==> src/rtl/birthday_seq_display.sv <==
// -----------------------------------------------------------------------------
// birthday_seq_display
//   Programmable digit sequencer. Holds DIGITS writable digit slots and presents
//   them one at a time, stepping every PRESCALE clocks. It can step up or down
//   and can run one pass or loop. This block replaces the fixed 3-bit birthday
//   counter/lookup pair that drove the board display.
//
//   Optional feature: define SEG7_EN to add a registered 7-segment output
//   (seg[6:0], active-high, bit order g..a). Without SEG7_EN the seg port and
//   the decoder do not exist.
//
// Ports
//   CLK       in   system clock, rising edge
//   RST       in   synchronous reset, active-high, overrides all other inputs
//   wr_en     in   write wr_data into slot wr_addr (writes to slots >= DIGITS are dropped)
//   wr_addr   in   [IDX_W] slot to write
//   wr_data   in   [DW]    digit value to write
//   start     in   begin a sequence (ignored while busy)
//   stop      in   abort the sequence and go idle (wins over start)
//   dir       in   0 = ascending, 1 = descending; captured at start
//   loop      in   1 = wrap and repeat at the end of a pass; checked at each pass end
//   out       out  [DW]    digit currently presented
//   idx       out  [IDX_W] slot index of the digit on out
//   out_valid out  one-cycle pulse when a new digit appears on out
//   busy      out  high while running
//   done      out  one-cycle pulse when a one-shot pass completes
//   seg       out  [7] 7-segment code of out (SEG7_EN only)
// -----------------------------------------------------------------------------
module birthday_seq_display #(
   parameter int DIGITS   = 8,
   parameter int DW       = 4,
   parameter int IDX_W    = 3,
   parameter int PRESCALE = 1
) (
   input  logic             CLK,
   input  logic             RST,
   input  logic             wr_en,
   input  logic [IDX_W-1:0] wr_addr,
   input  logic [DW-1:0]    wr_data,
   input  logic             start,
   input  logic             stop,
   input  logic             dir,
   input  logic             loop,
   output logic [DW-1:0]    out,
   output logic [IDX_W-1:0] idx,
   output logic             out_valid,
   output logic             busy,
   output logic             done
`ifdef SEG7_EN
   ,
   output logic [6:0]       seg
`endif
);

   localparam int                PS_W     = (PRESCALE > 1) ? $clog2(PRESCALE) : 1;
   localparam logic [PS_W-1:0]   PS_LAST  = PS_W'(PRESCALE - 1);
   localparam logic [PS_W-1:0]   PS_ZERO  = {PS_W{1'b0}};
   localparam logic [PS_W-1:0]   PS_ONE   = PS_W'(1'b1);
   localparam logic [IDX_W-1:0]  IDX_LAST = IDX_W'(DIGITS - 1);
   localparam logic [IDX_W-1:0]  IDX_ZERO = {IDX_W{1'b0}};
   localparam logic [IDX_W-1:0]  IDX_ONE  = IDX_W'(1'b1);
   // One extra bit so DIGITS itself is representable when 2**IDX_W == DIGITS.
   localparam logic [IDX_W:0]    DIGITS_X = (IDX_W + 1)'(DIGITS);

   typedef enum logic [1:0] {
      S_IDLE = 2'd0,
      S_RUN  = 2'd1,
      S_DONE = 2'd2
   } state_e;

   state_e            state_q, state_d;
   logic [DW-1:0]     mem_q [DIGITS];
   logic [PS_W-1:0]   ps_q, ps_d;
   logic              dir_q, dir_d;
   logic [IDX_W-1:0]  idx_q, idx_d;
   logic [DW-1:0]     out_q, out_d;
   logic              valid_q, valid_d;
   logic              busy_q, busy_d;
   logic              done_q, done_d;

   logic              launch_s;
   logic              step_s;
   logic              at_last_s;
   logic [IDX_W-1:0]  start_idx_s;
   logic [IDX_W-1:0]  nxt_idx_s;
   logic              wr_ok_s;

`ifdef SEG7_EN
   logic [6:0]        seg_q, seg_d;

   // 7-segment glyph for the low nibble, bit order g..a, hex letters A b C d E F.
   function automatic logic [6:0] seg7_f(input logic [3:0] v);
      case (v)
         4'h0:    seg7_f = 7'h3F;
         4'h1:    seg7_f = 7'h06;
         4'h2:    seg7_f = 7'h5B;
         4'h3:    seg7_f = 7'h4F;
         4'h4:    seg7_f = 7'h66;
         4'h5:    seg7_f = 7'h6D;
         4'h6:    seg7_f = 7'h7D;
         4'h7:    seg7_f = 7'h07;
         4'h8:    seg7_f = 7'h7F;
         4'h9:    seg7_f = 7'h6F;
         4'hA:    seg7_f = 7'h77;
         4'hB:    seg7_f = 7'h7C;
         4'hC:    seg7_f = 7'h39;
         4'hD:    seg7_f = 7'h5E;
         4'hE:    seg7_f = 7'h79;
         4'hF:    seg7_f = 7'h71;
         default: seg7_f = 7'h3F;
      endcase
   endfunction

   // Decode the digit being loaded so seg changes on the same edge as out.
   always_comb begin
      seg_d = seg7_f(4'(out_d));
   end
`endif

   // Index bookkeeping: where a pass starts, whether we sit on its last slot,
   // and the following slot. Wrapping is modulo DIGITS, not 2**IDX_W.
   always_comb begin
      start_idx_s = dir ? IDX_LAST : IDX_ZERO;
      at_last_s   = dir_q ? (idx_q == IDX_ZERO) : (idx_q == IDX_LAST);
      if (at_last_s) begin
         nxt_idx_s = dir_q ? IDX_LAST : IDX_ZERO;
      end else if (dir_q) begin
         nxt_idx_s = idx_q - IDX_ONE;
      end else begin
         nxt_idx_s = idx_q + IDX_ONE;
      end
      wr_ok_s = wr_en && ({1'b0, wr_addr} < DIGITS_X);
   end

   // Next-state logic; stop wins over start, start is ignored while running.
   always_comb begin
      state_d  = state_q;
      launch_s = 1'b0;
      step_s   = 1'b0;
      case (state_q)
         S_RUN: begin
            if (stop) begin
               state_d = S_IDLE;
            end else if (ps_q == PS_LAST) begin
               step_s = 1'b1;
               if (at_last_s && !loop) begin
                  state_d = S_DONE;
               end else begin
                  state_d = S_RUN;
               end
            end else begin
               state_d = S_RUN;
            end
         end
         S_IDLE, S_DONE: begin
            if (start && !stop) begin
               state_d  = S_RUN;
               launch_s = 1'b1;
            end else begin
               state_d = S_IDLE;
            end
         end
         default: begin
            state_d = S_IDLE;
         end
      endcase
   end

   // Output/datapath next values. Slots are read from the registered array,
   // so a write landing on the slot being loaded shows the old digit.
   always_comb begin
      idx_d   = idx_q;
      out_d   = out_q;
      dir_d   = dir_q;
      ps_d    = PS_ZERO;
      valid_d = 1'b0;
      busy_d  = 1'b0;
      done_d  = 1'b0;
      if (launch_s) begin
         idx_d   = start_idx_s;
         out_d   = mem_q[start_idx_s];
         dir_d   = dir;
         valid_d = 1'b1;
         busy_d  = 1'b1;
      end else if (state_d == S_RUN) begin
         busy_d = 1'b1;
         if (step_s) begin
            idx_d   = nxt_idx_s;
            out_d   = mem_q[nxt_idx_s];
            valid_d = 1'b1;
         end else begin
            ps_d = ps_q + PS_ONE;
         end
      end else if (state_d == S_DONE) begin
         done_d = 1'b1;
      end else begin
         done_d = 1'b0;
      end
   end

   // State and output registers.
   always_ff @(posedge CLK) begin
      if (RST) begin
         state_q <= S_IDLE;
         ps_q    <= PS_ZERO;
         dir_q   <= 1'b0;
         idx_q   <= IDX_ZERO;
         out_q   <= {DW{1'b0}};
         valid_q <= 1'b0;
         busy_q  <= 1'b0;
         done_q  <= 1'b0;
`ifdef SEG7_EN
         seg_q   <= 7'h3F;
`endif
      end else begin
         state_q <= state_d;
         ps_q    <= ps_d;
         dir_q   <= dir_d;
         idx_q   <= idx_d;
         out_q   <= out_d;
         valid_q <= valid_d;
         busy_q  <= busy_d;
         done_q  <= done_d;
`ifdef SEG7_EN
         seg_q   <= seg_d;
`endif
      end
   end

   // Digit storage; writes are accepted in every state.
   always_ff @(posedge CLK) begin
      if (RST) begin
         for (int i = 0; i < DIGITS; i++) begin
            mem_q[i] <= {DW{1'b0}};
         end
      end else if (wr_ok_s) begin
         mem_q[wr_addr] <= wr_data;
      end
   end

   assign out       = out_q;
   assign idx       = idx_q;
   assign out_valid = valid_q;
   assign busy      = busy_q;
   assign done      = done_q;
`ifdef SEG7_EN
   assign seg       = seg_q;
`endif

endmodule

==> config.mk <==
export PLATFORM = sky130hd
export DESIGN_NAME = birthday_seq_display
export DESIGN_NICKNAME = d
export VERILOG_FILES = /design/src/rtl/birthday_seq_display.sv
export SDC_FILE = /design/constraint.sdc
export NUM_CORES = 1
export LEC_CHECK = 0
export BUFFER_PORTS_ARGS = -buffer_cell sky130_fd_sc_hd__buf_2
export CORE_AREA = 8 8 67 127
export CTS_BUF_LIST = sky130_fd_sc_hd__clkbuf_4
export CTS_CLUSTER_SIZE = 24
export DETAILED_ROUTE_END_ITERATION = 12
export DIE_AREA = 0 0 75 135
export MAX_ROUTING_LAYER = met4
export PLACE_DENSITY_LB_ADDON = 0.08
export SETUP_SLACK_MARGIN = 0.4
export SLEW_MARGIN = 20
export SYNTH_ARGS = -nofsm -noshare
export SYNTH_HDL_FRONTEND = slang
export SYNTH_SLANG_ARGS = --single-unit
==> constraint.sdc <==
create_clock -name CLK -period 2.48 [get_ports CLK]
set_input_delay 0.124 -clock CLK [delete_from_list [all_inputs] [get_ports CLK]]
set_output_delay 0.124 -clock CLK [all_outputs]
set_load 0.005 [all_outputs]
# After elaboration in Yosys (flattened, before gate mapping)
# Memories as Yosys holds them, arrays and structs flattened.
# Cells that the tools add are included.
# totals
register_bits	14
latchBits	0
ramBits	32
mem_bits_ro	0
in_bits	14
output_inout_bits	10
word_cells	66
memories	1
# op_classes
addsub	3
n_mul	0
div_mod_pow	0
n_lt_le_gt_ge	0
eq_ne	5
n_shift	0
n_mux	35
n_bitwise	1
reduce_logical	13
# mem_list
name	words	word_bits	rd	rd_ports_with_merged_regs	write_ports	line_no	source
mem_q	8	4	2	0	8	72	logic [DW-1:0] mem_q [DIGITS];
# ops
operator	n
$mux 3	8
$mux 1	19
$mux 4	4
$reduce_or 4->1	2
$mux 2	3
$eq 2x1->1 const B	2
$eq 2x2->1 const B	2
$pmux 2 s2	1
$reduce_bool 2->1	2
$add 3x1->3 const B	1
$eq 3x3->1 const B	1
$logic_not 3->1	1
$reduce_or 3->1	1
$sub 3x1->3 const B	1
$logic_and 1x1->1	2
$logic_not 1->1	2
$logic_not 2->1	1
$reduce_and 2->1	1
$reduce_or 2->1	1
$add 1x1->1 const B	1
$not 1->1	1

# Depth between registers and ports, before layout
# Gate-level depths: netlist (run 1).
# logic_depth
word_depth	10
depth_mapped	6
depth_no_buf	6

# Worst setup path after synthesis (run 1)
# No wires, ideal clock.
# synth_path
path_type	reg2reg
startpoint	reg idx_q[1], in the netlist idx[1]
endpoint	reg out_q[0], in the netlist out[0]
setup_time_ns	0.084
arrival_ns	2.015
t_required_ns	2.396
path_slack_ns	0.381
path_stages_with_launch	7
n_path_buf	0
synth_period_minus_slack_ns	2.099
cell_sequence	dfxtp_1 fa_1 nand2b_1 o211ai_4 mux2_1 o2111a_1 o31ai_2
# synth_via
elab_chain_len	10
elab_cells_between_ends	19
cone_classes	add/sub: 2; eq/ne: 2; mux: 10; reduce/logical: 4; memory: 1
# synth_lines
element	line_no	source
start, declared	75	logic [IDX_W-1:0] idx_q, idx_d;
start signal, assigned	219	idx_q <= idx_d;
parallel branches: the longest is 10 deep, another holds $mem_v2 8x4	-	
end signal, assigned	208	out_q <= {DW{1'b0}};
end signal, assigned	220	out_q <= out_d;
end, declared	76	logic [DW-1:0] out_q, out_d;
# Parallel ways; which one is timed is not known. The select of a mux whose other input is x is not followed.
# A chain may end at the register's enable or synchronous reset.

# Worst setup path after layout (run 1)
# layout_path
startpoint	reg dir_q
endpoint	reg out_q[0], in the netlist out[0]
# layout_via
elab_chain_len	9
elab_cells_between_ends	16
cone_classes	eq/ne: 1; mux: 11; reduce/logical: 3; memory: 1
# layout_lines
element	line_no	source
start, declared	74	logic dir_q, dir_d;
start signal, assigned	218	dir_q <= dir_d;
$mux 1	124	at_last_s = dir_q ? (idx_q == IDX_ZERO) : (idx_q == IDX_LAST);
$logic_and 1x1->1	146	if (at_last_s && !loop) begin
$mux 2	146	
$mux 2	144	end else if (ps_q == PS_LAST) begin
$mux 2	142	if (stop) begin
$pmux 2 s2	140	case (state_q)
$eq 2x1->1	185	end else if (state_d == S_RUN) begin
$reduce_bool 2->1 (no line)	-	
$reduce_and 2->1 (no line)	-	
# Several ways; a longest one is shown, not always the timed one. The select of a mux whose other input is x is not followed.

==> flow_summary.yaml, run 1 <==
clock_network:
  clockRootBuffer: "clkbuf_4"
  worstSkewPairLatency_ns: 0.37
  clk_path_buf_depth: 2
  path_clk_slew_ns: 0.14
  cts_tree: "built"
  numClockSinks: 46
  cts_made_buffers: 5
  cts_htree_levels: 2
worst_setup_path:
  critical_path.top_delay_family: "adder cells"
  cp_num_buf_inv: 0
  critPathLaunch: "dir_q"
  path_depth: 6
  rr_startpoint: "dir_q"
  critPathKind: "register to register"
  worstPathMaxFanout: 5
  crit_end: "out[0]"
  cp_slowest_cell: "fa_2"
  r2r_slack_ns: 0.45
  max_stage_delay_ns: 0.62
  start_kind: "register"
  r2r_cells: 6
  crit_path_cell_trace: "fa_2, nand2b_4, o211ai_4, mux2_1, o2111a_1, o31ai_2"
  crit_path_end_kind: "register"
  rr_endpoint: "out[0]"
  arrival_ns: 2.33
  cp.required_ns: 2.78
grt:
  grt.total_usage_pct: 12.0
  grt_pass1_wl_um: 8500
  grt_start_max_net_pins: 22
  antenna_found_initial: 0
  grt_overflow: 0
  grt_pass1_vias: 1633
logic_synthesis:
  ys_warn_count: 0
  async_flop_share_pct: 0
  syn_area_per_cell_sq_um: 12.4
  netlist_instances: 189
  syn-num-nets: 204
  synth_seq_cells: 46
  synth_enable_flop_cells: 32
  synthesis.area_sq_um: 2350
  synthDistinctLibCells: 44
  ys_seq_area_share_pct: 52.9
  synthFlopType: "edfxtp_1"
routing:
  first_pass_iters: 4
  via_count: 1551
  wl_um: 5360
  first_iter_violations: 101
  wire_per_inst_um: 17.5
  vias_per_cell: 5.05
  drc: 0
  drtAntennaViolNets: 0
sta:
  hold_viol: 0
  finClkSkew_ns: 0.00890
  setup_ws_ns: 0.449
  period_share_pct: 81.9
  fmaxAchievable_ghz: 0.492
  setup_viol: 0
  period_needed_ns: 2.03
  grt_setup_unrepaired: "true"
  whs_ns: 0.0485
  drv_slew: 0
  setup_tns_ns: 0
power:
  p_comb_share_pct: 15.5
  power.share.clock_pct: 32.8
  power_leakage_nw: 1.02
  pwr-share-seq_pct: 51.7
  power_switching_mw: 0.423
  p_sw_share_pct: 24.5
  ir_worst_vdd_uv: 399
  cellPowerDensity_nw_per_um2: 640
  p_total_mw: 1.73
  internal-power_mw: 1.31
layout:
  layout_commonest_cell: "and2_1"
  area_growth_pct: 14.9
  n_fill_cell: 689
  fin_cells: 307
  drive_above_1_share_pct: 28.6
  final_cell_mix: "33 x and2_1, 32 x edfxtp_1, 23 x buf_2"
  n_antenna_cell: 0
  nets: 231
die:
  initial_core_util_pct: 34.4
  die_area_sq_um: 10100
  rows: 43
  die_w_um: 75
  boundaryPins: 24
  die_h_um: 135
  coreArea_sq_um: 6830
placed_design:
  place_ws_ns: 0.314
  place.gp.congestion: 0.805
  portBuffers: 23
  dp.cells: 295
  hpwlAfterDp_um: 4010
run_status:
  status: "completed"
job:
  drv_cap: 0
worst_hold_path:
  hold_path_class: "input pin to register"
## synthesized netlist by cell type, types with 2 or more instances
library cell | instances | share of area [%]
o21bai_1 | 2 | 0.64
o2111a_1 | 2 | 0.96
mux2i_1 | 5 | 2.1
mux4_1 | 6 | 6.7
clkbuf_1 | 5 | 0.80
mux2_2 | 2 | 0.96
nand2_1 | 12 | 1.9
o31ai_2 | 2 | 1.1
edfxtp_1 | 32 | 41
mux2_1 | 2 | 0.96
o22ai_1 | 2 | 0.53
nor2_1 | 12 | 1.9
a31oi_1 | 2 | 0.53
nor3_1 | 8 | 1.7
a21oi_1 | 5 | 1.1
nand2b_1 | 4 | 1.1
dfxtp_1 | 14 | 12
or2_2 | 9 | 2.4
nor3b_1 | 5 | 1.6
and2_1 | 33 | 8.8
o21ai_1 | 2 | 0.43
## sequential cells by signal (all words and copies together), names as in the netlist
signal     flops
state_q        2
ps_q           1
out            4
mem_q         32
out_valid      1
dir_q          1
busy           1
idx            3
done           1
## power by group through the flow
stage | logic [mW] | clock network [mW] | registers [mW]
after floorplan | 0.176 | 0 | 0.904
after global routing | 0.293 | 0.608 | 0.900
after CTS | 0.263 | 0.579 | 0.896
after global placement | 0.243 | 0 | 0.917
final | 0.268 | 0.566 | 0.893
after detailed placement | 0.243 | 0 | 0.918
## layout make-up
type	count	area [sq um]	share of cell area, %
Sequential cell	46	1250	46.3
Multi-Input combinational cell	136	1090	40.4
Timing Repair Buffer	27	145	5.38
Tap cell	90	113	4.17
Clock inverter	3	63.8	2.36
Clock buffer	5	37.5	1.39
## how the worst min path moves through the flow
stage / startpoint / endpoint / slack, ns / cells after the start
6_report: dir / dir_q / 0.05 / 3
5_1_grt: stop / state_q[1] / 0.06 / 3
3_5_place_dp: out[1] / out[1] / 0.45 / 2
2_1_floorplan: wr_data[0] / mem_q[0][0] / 0.32 / 1
4_1_cts: dir / dir_q / 0.04 / 3
3_3_place_gp: out[1] / out[1] / 0.44 / 2
## layer usage
layer	routed length, um	vias up	part of all wire (%)	global-route usage (%)
met1	2080	757	39	12.0
met2	2940	31	55	20.4
met5	0	-	0	-
met3	180	11	3.4	2.82
li1	-	752	-	-
met4	160	0	3.0	6.15
## through the flow
| stage | instance area [sq um] | util (%) |
|---|---|---|
| after floorplan | 2350 | - |
| after global placement | 2540 | 37.2 |
| after detailed placement | 2540 | 37.2 |
| after CTS | 2680 | 39.3 |
| after global routing | 2700 | 39.5 |
| final | 2700 | 39.5 |
## tightest hold or removal path, stage by stage
cell,delay (ns)
buf_2,0.16
nand2_1,0.07
a21oi_1,0.05
## cells by family (layout without fill, tap and decap cells)
family / after synthesis / count (layout) / share of synthesized area, %
buffers and inverters: 8 / 35 / 1.81
multiplexers: 15 / 15 / 10.8
flip-flops: 46 / 46 / 52.9
adder cells (fa/ha/maj): 1 / 1 / 0.852
AO/OA/AOI/OAI: 26 / 27 / 9.64
AND/OR/NAND/NOR: 90 / 90 / 23.2
other: 1 / 1 / 0.160
XOR/XNOR: 2 / 2 / 0.746
## repair_timing
item | in CTS | in global routing
pin swaps | 1 | 1
gates cloned | 1 | 0
buffers inserted | 2 | 1
endpoints found under the hold margin | 0 | 0
hold buffers | 0 | 0
resized for setup | 5 | 2
setup endpoints to repair | 4 | 3
No activity file was read; power rests on OpenSTA's default activity.
==> inputs of run 2 (changes only) <==
==> constraint.sdc (replaced) <==
create_clock -name CLK -period 2.1 [get_ports CLK]
set_input_delay 0.105 -clock CLK [delete_from_list [all_inputs] [get_ports CLK]]
set_output_delay 0.105 -clock CLK [all_outputs]
set_load 0.005 [all_outputs]
==> flow_summary.yaml, run 2 (synthesis gave the netlist of run 1 again) <==
layout:
  multi_input_area_sq_um: 1100
  final_util_pct: 39.1
  nets: 231
  drive_above_1_share_pct: 31.3
  final_cell_mix: "33 x and2_1, 32 x edfxtp_1, 23 x buf_2"
  ff_latch_area_sq_um: 1250
  n_fill_cell: 693
  fin_area_sq_um: 2670
  n_antenna_cell: 0
  largest_reg_flops: 32
  layout_commonest_cell: "and2_1"
  area_growth_pct: 13.9
  top_register: "mem_q"
grt:
  grt_overflow: 0
  antenna_found_initial: 0
  grt_start_max_net_pins: 22
  grt_pass1_wl_um: 8540
  grt.total_usage_pct: 11.9
  grt_pass1_vias: 1637
worst_setup_path:
  crit_path_end_kind: "register"
  arrival_ns: 2.27
  start_kind: "register"
  path_depth: 6
  cp_num_buf_inv: 0
  cp.required_ns: 2.40
  r2r_cells: 6
  critPathKind: "register to register"
  max_stage_delay_ns: 0.61
  worstPathMaxFanout: 9
  cp_slowest_cell: "fa_2"
  crit_path_cell_trace: "fa_2, nand2b_4, o211ai_4, mux2_4, o2111a_1, o31ai_2"
  critical_path.top_delay_family: "adder cells"
sta:
  fmaxAchievable_ghz: 0.507
  setup_viol: 0
  drv_slew: 0
  period_needed_ns: 1.97
  hold_viol: 0
  setup_tns_ns: 0
  finClkSkew_ns: 0.00701
  period_share_pct: 93.9
  grt_setup_unrepaired: "true"
routing:
  first_iter_violations: 62
  via_count: 1517
  vias_per_cell: 4.94
  first_pass_iters: 4
  wl_um: 5180
  drc: 0
  drtAntennaViolNets: 0
  wire_per_inst_um: 16.9
placed_design:
  place.gp.congestion: 0.812
  portBuffers: 23
  hpwlAfterDp_um: 4040
  placed_cell_area_sq_um: 2590
die:
  initial_core_util_pct: 34.4
  boundaryPins: 24
  die_area_sq_um: 10100
  rows: 43
  die_h_um: 135
  coreArea_sq_um: 6830
  die_w_um: 75
worst_hold_path:
  hold_path_class: "input pin to register"
  hold_depth: 3
run_status:
  status: "completed"
power:
  power_leakage_nw: 1.01
  p_total_mw: 1.82
  cellPowerDensity_nw_per_um2: 680
  ir_worst_vdd_uv: 460
clock_network:
  cts_tree: "built"
  path_clk_slew_ns: 0.15
  cts_htree_levels: 2
  clk_path_buf_depth: 2
  clockRootBuffer: "clkbuf_4"
  cts_made_buffers: 5
  cts-hold-fix-buffers: 0
  worstSkewPairLatency_ns: 0.38
  numClockSinks: 46
job:
  drv_cap: 0
[run 2: routing by layer]
metal | GRT usage [%] | up-vias | wire length [um]
met5 | - | - | 0
met4 | 5.16 | 0 | 127
met3 | 2.53 | 9 | 159
met2 | 20.3 | 27 | 2840
met1 | 12.4 | 731 | 2050
li1 | - | 750 | -
[run 2: report_power, final]
part	leakage, nW	internal [mW]	switching, mW
registers	0.423	1.03	0.0313
clock network	0.0318	0.137	0.321
logic	0.556	0.146	0.158
[run 2: final cells by class]
cell class	instances	share of cell area [%]
Sequential cell	46	46.6
Clock buffer	5	1.40
Multi-Input combinational cell	135	41.1
Timing Repair Buffer	28	5.71
Clock inverter	3	0.936
Tap cell	90	4.21
[run 2: worst min-delay path, cell delays in order]
cell	delay [ns]
buf_2	0.15
nand2_1	0.07
a21oi_1	0.05
[run 2: repair_timing]
action / in CTS / in global routing
resized for setup: 1 / 2
setup endpoints to repair: 5 / 9
hold endpoints to repair: 0 / 0
pin swaps: 1 / 0
setup buffers: 1 / 0
[run 2: worst paths after layout]
check | start | endpoint | slack (ns)
worst min register to register | out[1] | out[1] | 0.48
worst min-delay path | dir | dir_q | 0.03
worst max register to register | idx[0] | out[0] | 0.13
worst max-delay path | idx[0] | out[0] | 0.13
[run 2: metrics by stage]
stage | worst slack [ns] | hold WS [ns] | std cells
2_1_floorplan | 0.223 | 0.303 | 189
3_3_place_gp | 0.143 | 0.441 | 298
3_5_place_dp | 0.118 | 0.441 | 298
4_1_cts | 0.119 | 0.00787 | 307
5_1_grt | 0.0312 | 0.0155 | 307
6_report | 0.129 | 0.0261 | 307
==> inputs of run 3 (changes only) <==
--- a/config.mk
+++ b/config.mk
@@ -13,6 +13,7 @@
 export DIE_AREA = 0 0 75 135
 export MAX_ROUTING_LAYER = met4
 export PLACE_DENSITY_LB_ADDON = 0.08
+export RECOVER_POWER = 100
 export SETUP_SLACK_MARGIN = 0.4
 export SLEW_MARGIN = 20
 export SYNTH_ARGS = -nofsm -noshare
==> constraint.sdc (replaced) <==
create_clock -name CLK -period 2.1 [get_ports CLK]
set_input_delay 0.105 -clock CLK [delete_from_list [all_inputs] [get_ports CLK]]
set_output_delay 0.105 -clock CLK [all_outputs]
set_load 0.02 [all_outputs]
==> flow_summary.yaml, run 3 (synthesis gave the netlist of run 1 again) <==
run_status:
  status: "completed"
worst_setup_path:
  critPathKind: "register to register"
  start_kind: "register"
  worstPathMaxFanout: 5
  arrival_ns: 2.35
  crit_path_end_kind: "register"
  cp.required_ns: 2.40
  r2r_cells: 6
power:
  power_leakage_nw: 1.00
  cellPowerDensity_nw_per_um2: 711
  ir_worst_vdd_uv: 465
layout:
  final_cell_mix: "32 x edfxtp_1, 21 x and2_0, 13 x buf_2"
  area_growth_pct: 18.1
  ff_latch_area_sq_um: 1250
  top_register: "mem_q"
  n_fill_cell: 688
  largest_reg_flops: 32
  n_antenna_cell: 0
  layout_commonest_cell: "edfxtp_1"
  final_util_pct: 40.6
  drive_above_1_share_pct: 30.7
  multi_input_area_sq_um: 1130
  nets: 239
routing:
  wl_um: 5380
  first_pass_iters: 3
  vias_per_cell: 4.83
  first_iter_violations: 45
  drtAntennaViolNets: 0
  via_count: 1522
  drc: 0
  wire_per_inst_um: 17.1
clock_network:
  clk_path_buf_depth: 2
  numClockSinks: 46
  path_clk_slew_ns: 0.14
  worstSkewPairLatency_ns: 0.37
  clockRootBuffer: "clkbuf_4"
  cts_made_buffers: 5
  cts_tree: "built"
  cts_htree_levels: 2
grt:
  antenna_found_initial: 0
  grt.total_usage_pct: 11.4
  grt_overflow: 0
  grt_start_max_net_pins: 19
  grt_pass1_wl_um: 8170
  grt_pass1_vias: 1518
placed_design:
  hpwlAfterDp_um: 3890
  place_ws_ns: 0.0948
  place.gp.congestion: 0.812
  portBuffers: 23
sta:
  worstMarginPinSlew_ns: 0.525
  period_needed_ns: 2.05
  maxSlewHeadroom_pct: 65.0
  setup_viol: 0
  drv_slew: 0
  finClkSkew_ns: 0.0111
  hold_viol: 0
  grt_setup_unrepaired: "true"
  setup_ws_ns: 0.0466
  fmaxAchievable_ghz: 0.487
  period_share_pct: 97.8
die:
  die_area_sq_um: 10100
  coreArea_sq_um: 6830
  boundaryPins: 24
  die_w_um: 75
  initial_core_util_pct: 34.4
  die_h_um: 135
  rows: 43
worst_hold_path:
  hold_path_class: "input pin to register"
  hold_depth: 3
job:
  drv_cap: 0
## run 3: cell types whose count changed in the layout (fill, tap and decap cells not counted), moves of 2 or more
cell      change
and2_0       +21
and2_1       -21
buf_2        -10
buf_4         +3
clkbuf_1     +12
clkinv_2      +2
nor3_1        -2
nor3_2        +2
## run 3: critical path, stage by stage (launching register included)
cell      delay (ns)
dfxtp_4         0.38
fa_2            0.63
nand2b_4        0.19
o211ai_4        0.13
mux2_4          0.32
o2111a_1        0.16
o31ai_2         0.17
## run 3: what timing repair did
item | 4_1_cts | 5_1_grt
setup buffers | 0 | 7
hold buffers | 0 | 0
setup endpoints to repair | 5 | 7
gates cloned | 0 | 1
endpoints found under the hold margin | 0 | 0
pin swaps | 0 | 3
resized for setup | 1 | 10
## run 3: final timing paths
kind	from	end	slack (ns)
max	idx[0]	out[0]	0.05
max reg2reg	idx[0]	out[0]	0.05
min	dir	dir_q	0.03
min reg2reg	out[0]	out[0]	0.48
## run 3: layout make-up
cell class / instances / share of cell area [%]
Clock buffer: 5 / 1.35
Sequential cell: 46 / 45.0
Clock inverter: 3 / 1.44
Timing Repair Buffer: 35 / 7.26
Tap cell: 90 / 4.06
Multi-Input combinational cell: 136 / 40.9
## run 3: routing by layer
| layer | GRT usage, % | vias up | share of wire (%) |
|---|---|---|---|
| li1 | - | 760 | - |
| met1 | 12.2 | 728 | 39 |
| met2 | 18.8 | 25 | 55 |
| met3 | 2.75 | 9 | 3.2 |
| met4 | 5.60 | 0 | 2.6 |
| met5 | - | - | 0 |
## run 3: where the power goes
group | total [mW] | switching [mW] | internal, mW | leakage, nW
Combinational | 0.369 | 0.199 | 0.170 | 0.533
Sequential | 1.06 | 0.0312 | 1.02 | 0.423
Clock | 0.547 | 0.300 | 0.247 | 0.0450
## run 3: per-stage QoR
step	power (mW)	hold WS [ns]	std cells	TNS (ns)	cell area, sq um
3_5_place_dp	1.40	0.451	299	0	2600
5_1_grt	2.07	0.0184	315	-0.0569	2770
3_3_place_gp	1.40	0.444	299	0	2600
4_1_cts	1.95	0.0257	307	0	2680
2_1_floorplan	1.31	0.303	189	0	2380
6_report	1.97	0.0341	315	0	2770
